$ cat src/rtl/uart_fifo_tx.sv
// UART transmitter that pops bytes from a FIFO read port and serialises them as 8N1 frames.
// Optional build macro UART_TX_PARITY_EN adds an even-parity bit, giving 8E1 frames.
`timescale 1ns/1ps
module uart_fifo_tx #(
  parameter int CLK_HZ = 100_000_000,
  parameter int BAUD   = 115200,
  parameter int WIDTH  = 8
) (
  input  logic             clk,
  input  logic             reset,
  input  logic             fifo_empty,
  input  logic [WIDTH-1:0] fifo_dout,
  output logic             fifo_deq,
  output logic             tx,
  output logic             busy
);

  localparam int CLKS_PER_BIT = CLK_HZ / BAUD;
  localparam int BW = $clog2(CLKS_PER_BIT);
  localparam int IW = $clog2(WIDTH);
  localparam logic [BW-1:0] BCNT_LAST = BW'(CLKS_PER_BIT - 1);
  localparam logic [IW-1:0] BIDX_LAST = IW'(WIDTH - 1);

`ifdef UART_TX_PARITY_EN
  typedef enum logic [2:0] {IDLE, POP, LOAD, START, DATA, PARITY, STOP} state_t;
`else
  typedef enum logic [2:0] {IDLE, POP, LOAD, START, DATA, STOP} state_t;
`endif

  state_t           state;
  state_t           nxt;
  logic [BW-1:0]    bcnt;
  logic [IW-1:0]    bidx;
  logic [WIDTH-1:0] sh;
  logic             bit_end;
  logic             last_bit;
  logic             tx_nxt;
`ifdef UART_TX_PARITY_EN
  logic             par;
`endif

  function automatic logic even_parity(input logic [WIDTH-1:0] d);
    return ^d;
  endfunction

  assign bit_end  = (bcnt == BCNT_LAST);
  assign last_bit = (bidx == BIDX_LAST);

  always_ff @(posedge clk or posedge reset) begin
    if (reset) begin
      state <= IDLE;
    end else begin
      state <= nxt;
    end
  end

  // tx_nxt is the line level for the current state; registering it keeps tx glitch-free.
  always_comb begin
    nxt    = state;
    tx_nxt = 1'b1;
    case (state)
      IDLE: begin
        if (!fifo_empty) nxt = POP;
      end
      POP: begin
        nxt = LOAD;
      end
      LOAD: begin
        nxt = START;
      end
      START: begin
        tx_nxt = 1'b0;
        if (bit_end) nxt = DATA;
      end
      DATA: begin
        tx_nxt = sh[0];
        if (bit_end && last_bit) begin
`ifdef UART_TX_PARITY_EN
          nxt = PARITY;
`else
          nxt = STOP;
`endif
        end
      end
`ifdef UART_TX_PARITY_EN
      PARITY: begin
        tx_nxt = par;
        if (bit_end) nxt = STOP;
      end
`endif
      STOP: begin
        tx_nxt = 1'b1;
        if (bit_end) nxt = IDLE;
      end
      default: begin
        nxt = IDLE;
      end
    endcase
  end

  always_ff @(posedge clk or posedge reset) begin
    if (reset) begin
      fifo_deq <= 1'b0;
      busy     <= 1'b0;
      tx       <= 1'b1;
      bcnt     <= '0;
      bidx     <= '0;
      sh       <= '0;
`ifdef UART_TX_PARITY_EN
      par      <= 1'b0;
`endif
    end else begin
      fifo_deq <= (nxt == POP);
      busy     <= (nxt != IDLE);
      tx       <= tx_nxt;

      // Every state change restarts the bit period; idle keeps the counter parked at zero.
      if (nxt != state) begin
        bcnt <= '0;
      end else if (state != IDLE) begin
        bcnt <= bit_end ? '0 : bcnt + 1'b1;
      end

      if (state == LOAD) begin
        sh   <= fifo_dout;
        bidx <= '0;
`ifdef UART_TX_PARITY_EN
        par  <= even_parity(fifo_dout);
`endif
      end else if ((state == DATA) && bit_end) begin
        sh   <= sh >> 1;
        bidx <= last_bit ? '0 : bidx + 1'b1;
      end
    end
  end

`ifndef UART_TX_PARITY_EN
  logic unused_parity_fn;
  assign unused_parity_fn = even_parity('0);
`endif

endmodule

$ cat config.mk
export PLATFORM = sky130hd
export DESIGN_NAME = uart_fifo_tx
export DESIGN_NICKNAME = d
export VERILOG_FILES = /design/src/rtl/uart_fifo_tx.sv
export SDC_FILE = /design/constraint.sdc
export NUM_CORES = 1
export LEC_CHECK = 0
export CAP_MARGIN = 10
export CORE_MARGIN = 5
export CORE_UTILIZATION = 50
export CTS_CLUSTER_SIZE = 24
export DETAILED_ROUTE_END_ITERATION = 12
export GPL_ROUTABILITY_DRIVEN = 0
export PLACE_DENSITY = 0.71
export SLEW_MARGIN = 20
export SYNTH_ARGS = -nofsm -noshare
export SYNTH_HDL_FRONTEND = slang
export SYNTH_SLANG_ARGS = --single-unit
$ cat constraint.sdc
create_clock -name clk -period 4.2 [get_ports clk]
set_input_delay 0.84 -clock clk [delete_from_list [all_inputs] [get_ports clk]]
set_output_delay 0.84 -clock clk [all_outputs]
set_load 0.03 [all_outputs]
After elaboration in Yosys (flattened, before gate mapping). Index checks and enable logic that the tools add are counted.

$add $sub $neg: 2. Reductions and logical operators: 7. Mux-type cells: 14. Eq/ne operators: 9.

Operator list (count): two-way mux 10 bit (3); two-way mux 3 bit (7); one-hot mux 3 bit (6 select lines) (1); two-way mux 8 bit (2); adder 10 x 1 -> 10 bit (second input constant) (1); == test 10 bit (second input constant) (1); == test 3 bit (second input constant) (3); == test 3 x 1 -> 1 bit (second input constant) (2); == test 3 x 2 -> 1 bit (second input constant) (2); nonzero test 3 bit (2); nonzero test 2 bit (2); adder 3 x 1 -> 3 bit (second input constant) (1); logical NOT 3 bit (1); inequality test 3 bit (1); logical AND 1 bit (2); one-hot mux 1 bit (2 select lines) (1).

Input port bits: 11. Flip-flop bits (word level): 27.

Depth between registers and ports, before layout. Gate-level depths: netlist of run 1.

Word-level depth: 6. Gate-level depth with buffers: 6.

Least setup slack after synthesis of run 1. No wires, ideal clock.

Path type: input-to-reg. From: input port fifo_empty. To: register bcnt[7]. Path slack: 2.527 ns. Data required time: 4.072 ns. Arrival: 1.545 ns. Library setup time: 0.128 ns. Stages on the path: 5. Buffers on the path: 1. Cells stage by stage: nor4b_4 -> buf_6 -> nor4b_4 -> xnor2_1 -> nor2_1.

Longest elaborated chain between the ends: 4. Elaborated cells on any way between the ends: 5. Classes of those cells: eq/ne: 1; mux: 3; reduce/logical: 1.

RTL lines: start: declaration (RTL line 11) `input logic fifo_empty,`; two-way mux 3 bit * (RTL line 63) `if (!fifo_empty) nxt = POP;`; one-hot mux 3 bit (6 select lines) * (RTL line 61) `case (state)`; inequality test 3 bit * (RTL line 118) `if (nxt != state) begin`; two-way mux 10 bit / nonzero test 2 bit (equally long branches); end signal: assignment (RTL line 121) `bcnt <= bit_end ? '0 : bcnt + 1'b1;`; end: declaration (RTL line 32) `logic [BW-1:0] bcnt;`.

Every way passes the cells marked *; elsewhere a longest branch is shown, timed or not. A chain may end at the register's enable or synchronous reset.

Final worst setup path of run 1.
From: register tx. To: output port tx.

RTL lines: start: declaration (RTL line 14) `output logic tx,`; start signal: assignment (RTL line 115) `tx <= tx_nxt;`.

No word-level cell between the ends.

==> impl_results.md, run 1 <==
- Unrepaired setup endpoints after global routing: false
- Global route total overflow: 0
- Number of max-cap violations: 0
- Reg2Reg Launch Point: state[1]
- Final hold vios: 0
- Hold buffers post-CTS: 0
- Final design utilization: 57.2%
- Met1 demand-to-capacity share in global routing: 18.0%
- Post-route antenna net violation count: 0
- Seq/Total Area, Yosys: 48.3%
- Inserted Diodes: 0
- Post-layout min period: around 2.4 ns
- DRC Markers: 0
- Count of pins over their slew limit: 0
- CP Data Arrival Time: 1.52 ns
- Pin count of the biggest net entering global routing: 28
- Std-Cell Rows: 19
- Number of top-level pins: 14
- Synthesized Nets: 145
- Post-route setup TNS: 0 ns
- Num Clock Sinks: 27
- Depth of the CTS H-tree: 1
- Leakage power summed over all cells: 0.677 nW
- Initial core utilization: between 50% and 60%
- Synthesized flop and latch total: 27
- Clock tree from TritonCTS: yes
- Share of power burned in registers: 67.3%
- Total clock buffers created by CTS: 3
- Setup slack on the worst flop-to-flop path: 2.37 ns
- Nets: between 150 and 200
- DIE HEIGHT: 62.9 µm
- Peak per-stage delay on the critical path: 0.66 ns
- Setup CP Type: register to output port
- Detailed Route WL: between 2000 and 2500 µm
- Post-CTS resize count: 0
- Min-Delay Endpoint: sh[3]
- First-iteration detailed-routing DRC count: 72
- Synth cell types: 40
- Maximum net fanout on the critical path: 1
- Vias: approximately 1000
- Run status: complete, no violations
- Number of buffers on the longest clock path: 2
- Number of setup violations in the final report: 0
- Power per standard cell area: 255 nW/µm²
- Die area: 3960 µm²
- Kind of end point of the critical path: output port
- Worst clock skew on the final layout: around 0.0018 ns
- Portion of total power attributed to combinational logic: 4.6%
- Detail-routed net length per standard cell: 14.4 µm
- Crit start category: register
- Met2 track demand over resource in global routing: 22.4%
- Worst Reg2Reg Path Length in Cells: 4
- Reg2Reg Capture Point: bcnt[6]
- Min-delay worst type: register to register
- Switching power total: 0.0850 mW
- Mean instance size in the synthesized netlist: between 10 and 15 µm²
- Number of global-route vias before repair: 1014
- Clock transition at the registers of the reported paths: 0.14 ns
- Largest delay contributor family on the critical path: buffers and inverters
- List of cells traversed by the critical path: clkdlybuf4s50_1
- Number of filler instances in the final layout: around 250
- Internal power contribution: slightly above 0.3 mW
- Library cell used as clock root buffer: clkbuf_4
- Max transition margin: 49.4%
- Crit-path slowest cell: clkdlybuf4s50_1
- All-Layer GR Usage: 13.5%
- Number of port buffers: 13
- Syn. warnings: 0
- Most Used Layer, Global Route: met2
- Number of antenna violations at the first check in global routing: 0
- Upper clock frequency limit: roughly 420 MHz
- Total core area: between 2000 and 3000 µm²
- Buf/Inv on CP: 1
- Met3 usage in global routing: under 10%
- Endpoint required time on the critical path: 3.36 ns
- Global-route wire length before repair: between 4000 and 5000 µm
- Part of the cycle the worst path needs: 56.1%
- Layout cells sized above 1: 9.15%
- Clock group share of total power: 28.1%
- Hold path startpoint: sh[3]
- Worst Tran Pin Value: around 0.76 ns
- Number of cells traversed by the worst hold path: 1
- Post-CTS setup buffers: 0
- Max rail drop VDD: between 0.15 and 0.2 mV
- Estimated wirelength of the detail-placed design: roughly 1900 µm
- Switching power share of the total: 21.5%
- Layout-stage area growth over the synthesis result: 10.7%
- Via-to-Cell Ratio: about 5.7
- Pre-antenna DRT Iters: 4
- Die width: 62.9 µm
- Syn Std Cell Area: 1400 µm²
- Clock latency of the later-clocked register in the worst-skew pair: approximately 0.32 ns
- Gate count after technology mapping: 131
-- flip-flops by register name (all words and copies together), names as in the netlist --
signal,flops
state,3
sh,8
fifo_deq,1
bcnt,10
busy,1
bidx,3
tx,1
-- cell families after synthesis --
kind of cell             after synthesis  share of synthesized area, %
flip-flops                            27                          48.3
buffers and inverters                  7                          3.57
adder cells (fa/ha/maj)                3                          2.68
AND/OR/NAND/NOR                       65                          28.9
XOR/XNOR                               8                          5.00
AO/OA/AOI/OAI                         19                          10.0
multiplexers                           2                          1.52
-- worst max-delay path by stage --
stage,endpoint,from,depth (start not counted),slack [ns]
floorplan,bcnt[7],fifo_empty,5,2.53
global placement,bcnt[6],fifo_empty,5,1.73
detailed placement,bcnt[6],fifo_empty,5,1.66
CTS,tx,tx,1,1.83
global route,tx,tx,1,1.79
finish,tx,tx,1,1.84
-- through the flow --
stage                     instances  power, mW  instance area (µm²)  worst slack (ns)  hold slack (ns)
after floorplan                 131      0.278                 1400              2.53            0.449
after global placement          169      0.289                 1520              1.73            0.460
after detailed placement        169      0.290                 1520              1.66            0.467
after CTS                       173      0.400                 1550              1.83            0.499
after global routing            173      0.418                 1550              1.79            0.530
final                           173      0.395                 1550              1.84            0.497
-- synthesized netlist by cell type, drive strengths merged --
cell type,n,area [µm²]
o31ai,1,7.51
xnor2,8,70.1
nor3,2,10.0
a31oi,3,18.8
a22o,5,43.8
a21oi,2,10.0
and2,1,6.26
o211ai,1,7.51
and3,1,6.26
mux2i,1,10.0
clkbuf,1,3.75
inv,1,3.75
nor2b,3,18.8
nand2,14,52.6
nor4b,3,62.6
buf,5,42.5
nand2b,3,18.8
dfstp,1,26.3
and4,1,8.76
and4b,1,10.0
dfrtp,26,651
nor3b,3,33.8
o21ai,1,5.00
a21o,4,30.0
o31a,1,8.76
mux2,1,11.3
nand3b,3,22.5
nand4b,1,8.76
nand4,4,40.0
nor4,1,6.26
a32oi,1,8.76
nor2,18,70.1
ha,3,37.5
nand3,6,30.0
-- placed cells by master, fill, tap and decap left out, types with 2 or more instances in the layout --
cell type	count
nand3b_1	3
nand2b_1	3
nor3b_1	2
a22o_1	5
nor2b_1	3
nor3_1	2
a21o_1	4
nor2_1	17
nand4_1	3
ha_1	3
clkbuf_4	3
a31oi_1	3
a21oi_1	2
xnor2_1	8
clkdlybuf4s50_1	13
nand2_1	14
nor4b_4	2
nand3_1	6
dfrtp_1	26
-- worst reg2reg max path: cells and delay by family, from the launching register on --
kind	cells	cell delay [ns]
simple gates	3	0.99
xor+xnor	1	0.19
flops	1	0.55
-- per-layer routing --
layer | up-vias | share of wire, %
li1 | 487 | -
met1 | 491 | 48
met2 | 7 | 49
met3 | 4 | 2.1
met4 | 0 | 1.0
met5 | - | 0
-- power groups by stage --
stage               Clock [mW]  Sequential, mW  Combinational [mW]
floorplan                    0           0.270             0.00747
global placement             0           0.271              0.0186
detailed placement           0           0.271              0.0189
CTS                      0.115           0.266              0.0190
global route             0.130           0.267              0.0209
finish                   0.111           0.266              0.0183
-- layout make-up --
| class | count | area (µm²) | area share, % |
|---|---|---|---|
| clock buffers | 3 | 22.5 | 1.45 |
| flip-flops and latches | 27 | 677 | 43.6 |
| inverters | 1 | 3.75 | 0.242 |
| multi-input cells | 97 | 674 | 43.5 |
| repair buffers | 13 | 130 | 8.39 |
| clock inverters | 1 | 5.00 | 0.323 |
| well taps | 31 | 38.8 | 2.50 |
(Power assumes the default switching activity.)
==> run 2: changes to the inputs <==
- clock period: 4.2 -> 2.3 ns (I/O delays scaled with it)
==> impl_results.md, run 2 (same netlist as run 1, synthesis figures left out) <==
- Pin count of the biggest net entering global routing: 28 (unchanged)
- Leakage power summed over all cells: 0.685 nW (was 0.677 nW)
- Post-layout min period: approximately 2.0 ns
- Endpoint required time on the critical path: 1.84 ns (was 3.36 ns)
- List of cells traversed by the critical path: clkdlybuf4s50_1 (unchanged)
- Power per standard cell area: 468 nW/µm² (was 255 nW/µm²)
- Total clock buffers created by CTS: 3 (unchanged)
- Kind of end point of the critical path: output port (unchanged)
- Die area: 3960 µm² (unchanged)
- Largest register FFs: 10 (unchanged)
- Crit-path slowest cell: clkdlybuf4s50_1 (unchanged)
- Largest registers: bcnt (10), sh (8) (unchanged)
- Min-delay worst type: input pin to asynchronous set/reset pin (was register to register)
- Number of global-route vias before repair: 1052 (was 1014)
- Layout-stage area growth over the synthesis result: 12.0% (was 10.7%)
- Global route total overflow: 0 (unchanged)
- All-Layer GR Usage: 14.4% (was 13.5%)
- Pre-antenna DRT Iters: 4 (unchanged)
- Most used cells in the layout excluding fill and tap cells: 26 x dfrtp_1, 17 x nor2_1, 14 x nand2_1 (unchanged)
- Number of top-level pins: 14 (unchanged)
- Unrepaired setup endpoints after global routing: false (unchanged)
- Buf/Inv on CP: 1 (unchanged)
- Upper clock frequency limit: ~500 MHz
- DIE HEIGHT: 62.9 µm (unchanged)
- Die width: 62.9 µm (unchanged)
- Largest delay contributor family on the critical path: buffers and inverters (unchanged)
- Number of setup violations in the final report: 0 (unchanged)
- Run status: complete, no violations (unchanged)
- Largest reg by FF count: bcnt (unchanged)
- Layout cells sized above 1: 9.72% (was 9.15%)
- Detailed Route WL: 2590 µm (was 2500 µm)
- Max transition margin: 73.4% (was 49.4%)
- Setup CP Type: register to output port (unchanged)
- Total placed cells including tap cells: 171 (was 169)
- First-iteration detailed-routing DRC count: 46 (was 72)
- Crit start category: register (unchanged)
- Final design utilization: 57.9% (was 57.2%)
- Depth of the CTS H-tree: 1 (unchanged)
- Post-CTS setup buffers: 0 (unchanged)
- Number of port buffers: 13 (unchanged)
- Post-route setup TNS: 0 ns (unchanged)
- Worst Tran Pin Value: 0.399 ns (was 0.756 ns)
- DRC Markers: 0 (unchanged)
- Post-CTS resize count: 0 (unchanged)
- CP Data Arrival Time: 1.54 ns (was 1.52 ns)
- Std-Cell Rows: 19 (unchanged)
- Hold buffers post-CTS: 0 (unchanged)
- Number of filler instances in the final layout: 232 (was 247)
- Global-route wire length before repair: 4730 µm (was 4460 µm)
- Nets: 159 (was 157)
- Detail-routed net length per standard cell: 14.8 µm (was 14.4 µm)
- Post-route antenna net violation count: 0 (unchanged)
- Via-to-Cell Ratio: 5.79 (was 5.72)
- Inserted Diodes: 0 (unchanged)
- Number of buffers on the longest clock path: 2 (unchanged)
- Number of max-cap violations: 0 (unchanged)
- Final hold vios: 0 (unchanged)
- Peak per-stage delay on the critical path: 0.66 ns (about the same)
- Most frequent standard cell in the layout excluding fill and tap cells: dfrtp_1 (unchanged)
- Estimated wirelength of the detail-placed design: 1910 µm (was 1860 µm)
- Max rail drop VDD: 0.297 mV (was 0.176 mV)
- Total core area: 2710 µm² (unchanged)
- Library cell used as clock root buffer: clkbuf_4 (unchanged)
- Clock transition at the registers of the reported paths: 0.16 ns (was 0.14 ns)
- Vias: 1013 (was 989)
- Part of the cycle the worst path needs: about 87%
- Clock latency of the later-clocked register in the worst-skew pair: 0.33 ns (was 0.32 ns)
- Non-filler instance count after layout: 175 (was 173)
- Number of antenna violations at the first check in global routing: 0 (unchanged)
- Num Clock Sinks: 27 (unchanged)
- Count of pins over their slew limit: 0 (unchanged)
- Maximum net fanout on the critical path: 1 (unchanged)
- Clock tree from TritonCTS: yes (unchanged)
- Initial core utilization: 51.7% (unchanged)
- Worst clock skew on the final layout: 0.0196 ns (was 0.00178 ns)
[run 2: final cells by class]
class | instances | area [µm²] | area share [%]
timing repair buffer | 15 | 145 | 9.25
tap | 31 | 38.8 | 2.47
sequential | 27 | 677 | 43.1
multi-input combinational | 97 | 674 | 43.0
clock buffer | 3 | 22.5 | 1.44
clock inverter | 1 | 7.51 | 0.478
inverter | 1 | 3.75 | 0.239
[run 2: through the flow]
stage          hold slack, ns  setup WS, ns  power, mW  cell area [µm²]
6_report                0.456         0.300      0.734             1570
3_3_place_gp            0.461         0.441      0.530             1540
3_5_place_dp            0.465         0.370      0.531             1540
2_1_floorplan           0.449         0.753      0.507             1400
5_1_grt                 0.483         0.245      0.768             1570
4_1_cts                 0.465         0.287      0.745             1570
[run 2: report_power, final]
| part | total [mW] | internal [mW] | switching (mW) |
|---|---|---|---|
| sequential | 0.486 | 0.482 | 0.00362 |
| combinational | 0.0356 | 0.0207 | 0.0149 |
| clock | 0.213 | 0.0664 | 0.147 |
[run 2: final timing paths]
check | cells past startpoint | from | end | slack, ns
max in group asynchronous | 3 | reset | tx | 1.54
worst max-delay path | 1 | tx | tx | 0.30
worst max register to register | 5 | bcnt[0] | sh[4] | 0.42
worst min register to register | 1 | sh[4] | sh[4] | 0.50
min in group clk | 1 | sh[4] | sh[4] | 0.50
worst min-delay path | 3 | reset | sh[7] | 0.46
[run 2: metal layers]
layer | global-route usage, % | part of all wire [%] | up-vias
met4 | 3.98 | 0.50 | 0
met3 | 2.52 | 3.3 | 2
met1 | 18.6 | 45 | 501
met2 | 24.5 | 52 | 16
met5 | 0 | 0 | -
li1 | - | - | 494
==> RTL change (config.mk and constraints of run 2) <==
`CLK_HZ`: 100_000_000 -> 25_000_000.
--- a/src/rtl/uart_fifo_tx.sv
+++ b/src/rtl/uart_fifo_tx.sv
@@ -4,3 +4,3 @@
 module uart_fifo_tx #(
-  parameter int CLK_HZ = 100_000_000,
+  parameter int CLK_HZ = 25_000_000,
   parameter int BAUD   = 115200,
Behaviour: no difference found for any inputs over 10 cycles, from zero or initial values and one cycle with reset high; that may be too few to reach the edited logic, so the function may still have changed.
==> RTL change against run 2 <==
  * Worst setup slack improved by 0.011 ns
  * Global-route usage fell by 0.26 points
  * Power decreased by 6.0%
  * Via count fell by 2.4%
  * Sequential cell count is 2 lower
  * Worst hold slack gained 0.0034 ns
  * Area after synthesis is 0.36% higher
  * Final area up 1.9%
  * Sequential power decreased by 7.4%
  * Count of clock-buffer cells in the layout unchanged
  * Sequential share of layout area is 3.9 points lower
  * Maximum frequency increased by 0.57%
  * Routed wire length fell by 1.5%
  * Largest power group unchanged
==> RTL change: results (changes against run 2) <==
status -> finished clean
R2R Path Start -> state[1]$_DFF_PP0_
Reg clk slew, reported paths -> 0.14 ns (-0.02 ns)
CP Data Arrival Time -> 1.53 ns
top area cells in the synthesized netlist -> dfrtp_1 (43%), mux2_2 (8.0%), ha_1 (3.6%)
Worst Tran Pin Value -> 0.588 ns (+0.189 ns)
Period Utilization, post-route -> 86.5% (-0.49 points)
placed cell count -> 165 (-3.5%)
Layout Nets -> 154 (-3.1%)
root buffer cell -> clkbuf_4
post-synthesis sequential area ratio -> 44.6% (-3.7 points)
hold_ws -> 0.459 ns (+0.00342 ns)
worst slack, placed -> 0.484 ns (+0.114 ns)
non-filler cells in the finished layout -> 169 (-3.4%)
LEAKAGE -> 0.753 nW (+9.9%)
Synth Area per Inst -> 11.5 um2 (+7.8%)
vias in the first global route -> 1,000 (-4.9%)
placed inst area -> 1570 um2 (+2.1%)
PostCTS Resize Cnt -> 0 (unchanged)
post-cts hold buffer count -> 0 (unchanged)
post-synthesis mux area share -> 9.43% (+7.9 points)
GRT Total Usage -> 14.1% (-0.26 points)
largest net degree at the start of global routing -> 26 (-7.1%)
drt wl/cell -> 15.1 um (+2.0%)
Synth Net Count -> 137 (-5.5%)
Synth warnings -> 0 (unchanged)
share of post-route cells with drive strength above 1 -> 22.5% (+13 points)
post-CTS setup buffer count -> 0 (unchanged)
largest registers -> bcnt x8, sh x8
Worst R2R Setup Slack -> 0.45 ns (+0.03 ns)
worst min-delay path class -> in2async
Antenna diodes -> 0 (unchanged)
compound-cell area share of the yosys netlist -> 15.7% (+5.7 points)
top cells by count, synth -> dfrtp_1 (24), mux2_2 (10), nor2_1 (8), a211oi_1 (5), inv_1 (5)
Adder-Cell Fraction of Synth Area -> 3.56% (+0.88 points)
FILL cells -> 228 (-1.7%)
Unique masters post-synth -> 47 (+18%)
Port-buffer cells -> 13 (unchanged)
DP HPWL -> 1810 um (-5.1%)
Peak VDD IR -> 0.368 mV (+24%)
initial DRC count -> 79 (+72%)
Crit path largest cell delay -> 0.67 ns
XOR/XNOR Fraction of Synth Area -> 3.11% (-1.9 points)
via count -> 989 (-2.4%)
skew final -> 0.00728 ns (-0.0123 ns)
r2r endpoint -> bcnt[7]$_DFFE_PP0P_
TritonCTS buffer count -> 3 (unchanged)
first-pass GRT wire length -> 4600 um (-2.9%)
-- RTL change: changes by cell type in the layout (fill, tap and decap cells not counted), sizes merged, moves of 3 or more --
cell,before,now
nor3,2,5
a211oi,0,5
nand2,14,4
nor2,18,9
o21ai,1,5
mux2,1,10
inv,1,5
a31oi,3,0
nand3,6,1
xnor2,8,3
nor4b,3,0
-- RTL change: metal layers --
layer	vias up	track usage (%)	part of all wire (%)
met5	-	0	0
met4	0	5.57	1.8
met3	5	2.34	3.7
met2	19	22.4	48
met1	486	19.0	47
li1	479	-	-
-- RTL change: layout make-up --
cell class	count	area [um2]	share of cell area [%]
well taps	31	38.8	2.43
clock buffers	3	22.5	1.41
multi-input cells	88	734	45.9
flip-flops and latches	25	627	39.2
inverters	5	18.8	1.17
repair buffers	16	153	9.55
clock inverters	1	5.00	0.313
-- RTL change: power breakdown --
group	switching [W]	internal, W	total [W]
logic	0.0000146	0.0000254	0.0000401
registers	0.00000328	0.000447	0.000450
clock network	0.000135	0.0000652	0.000200
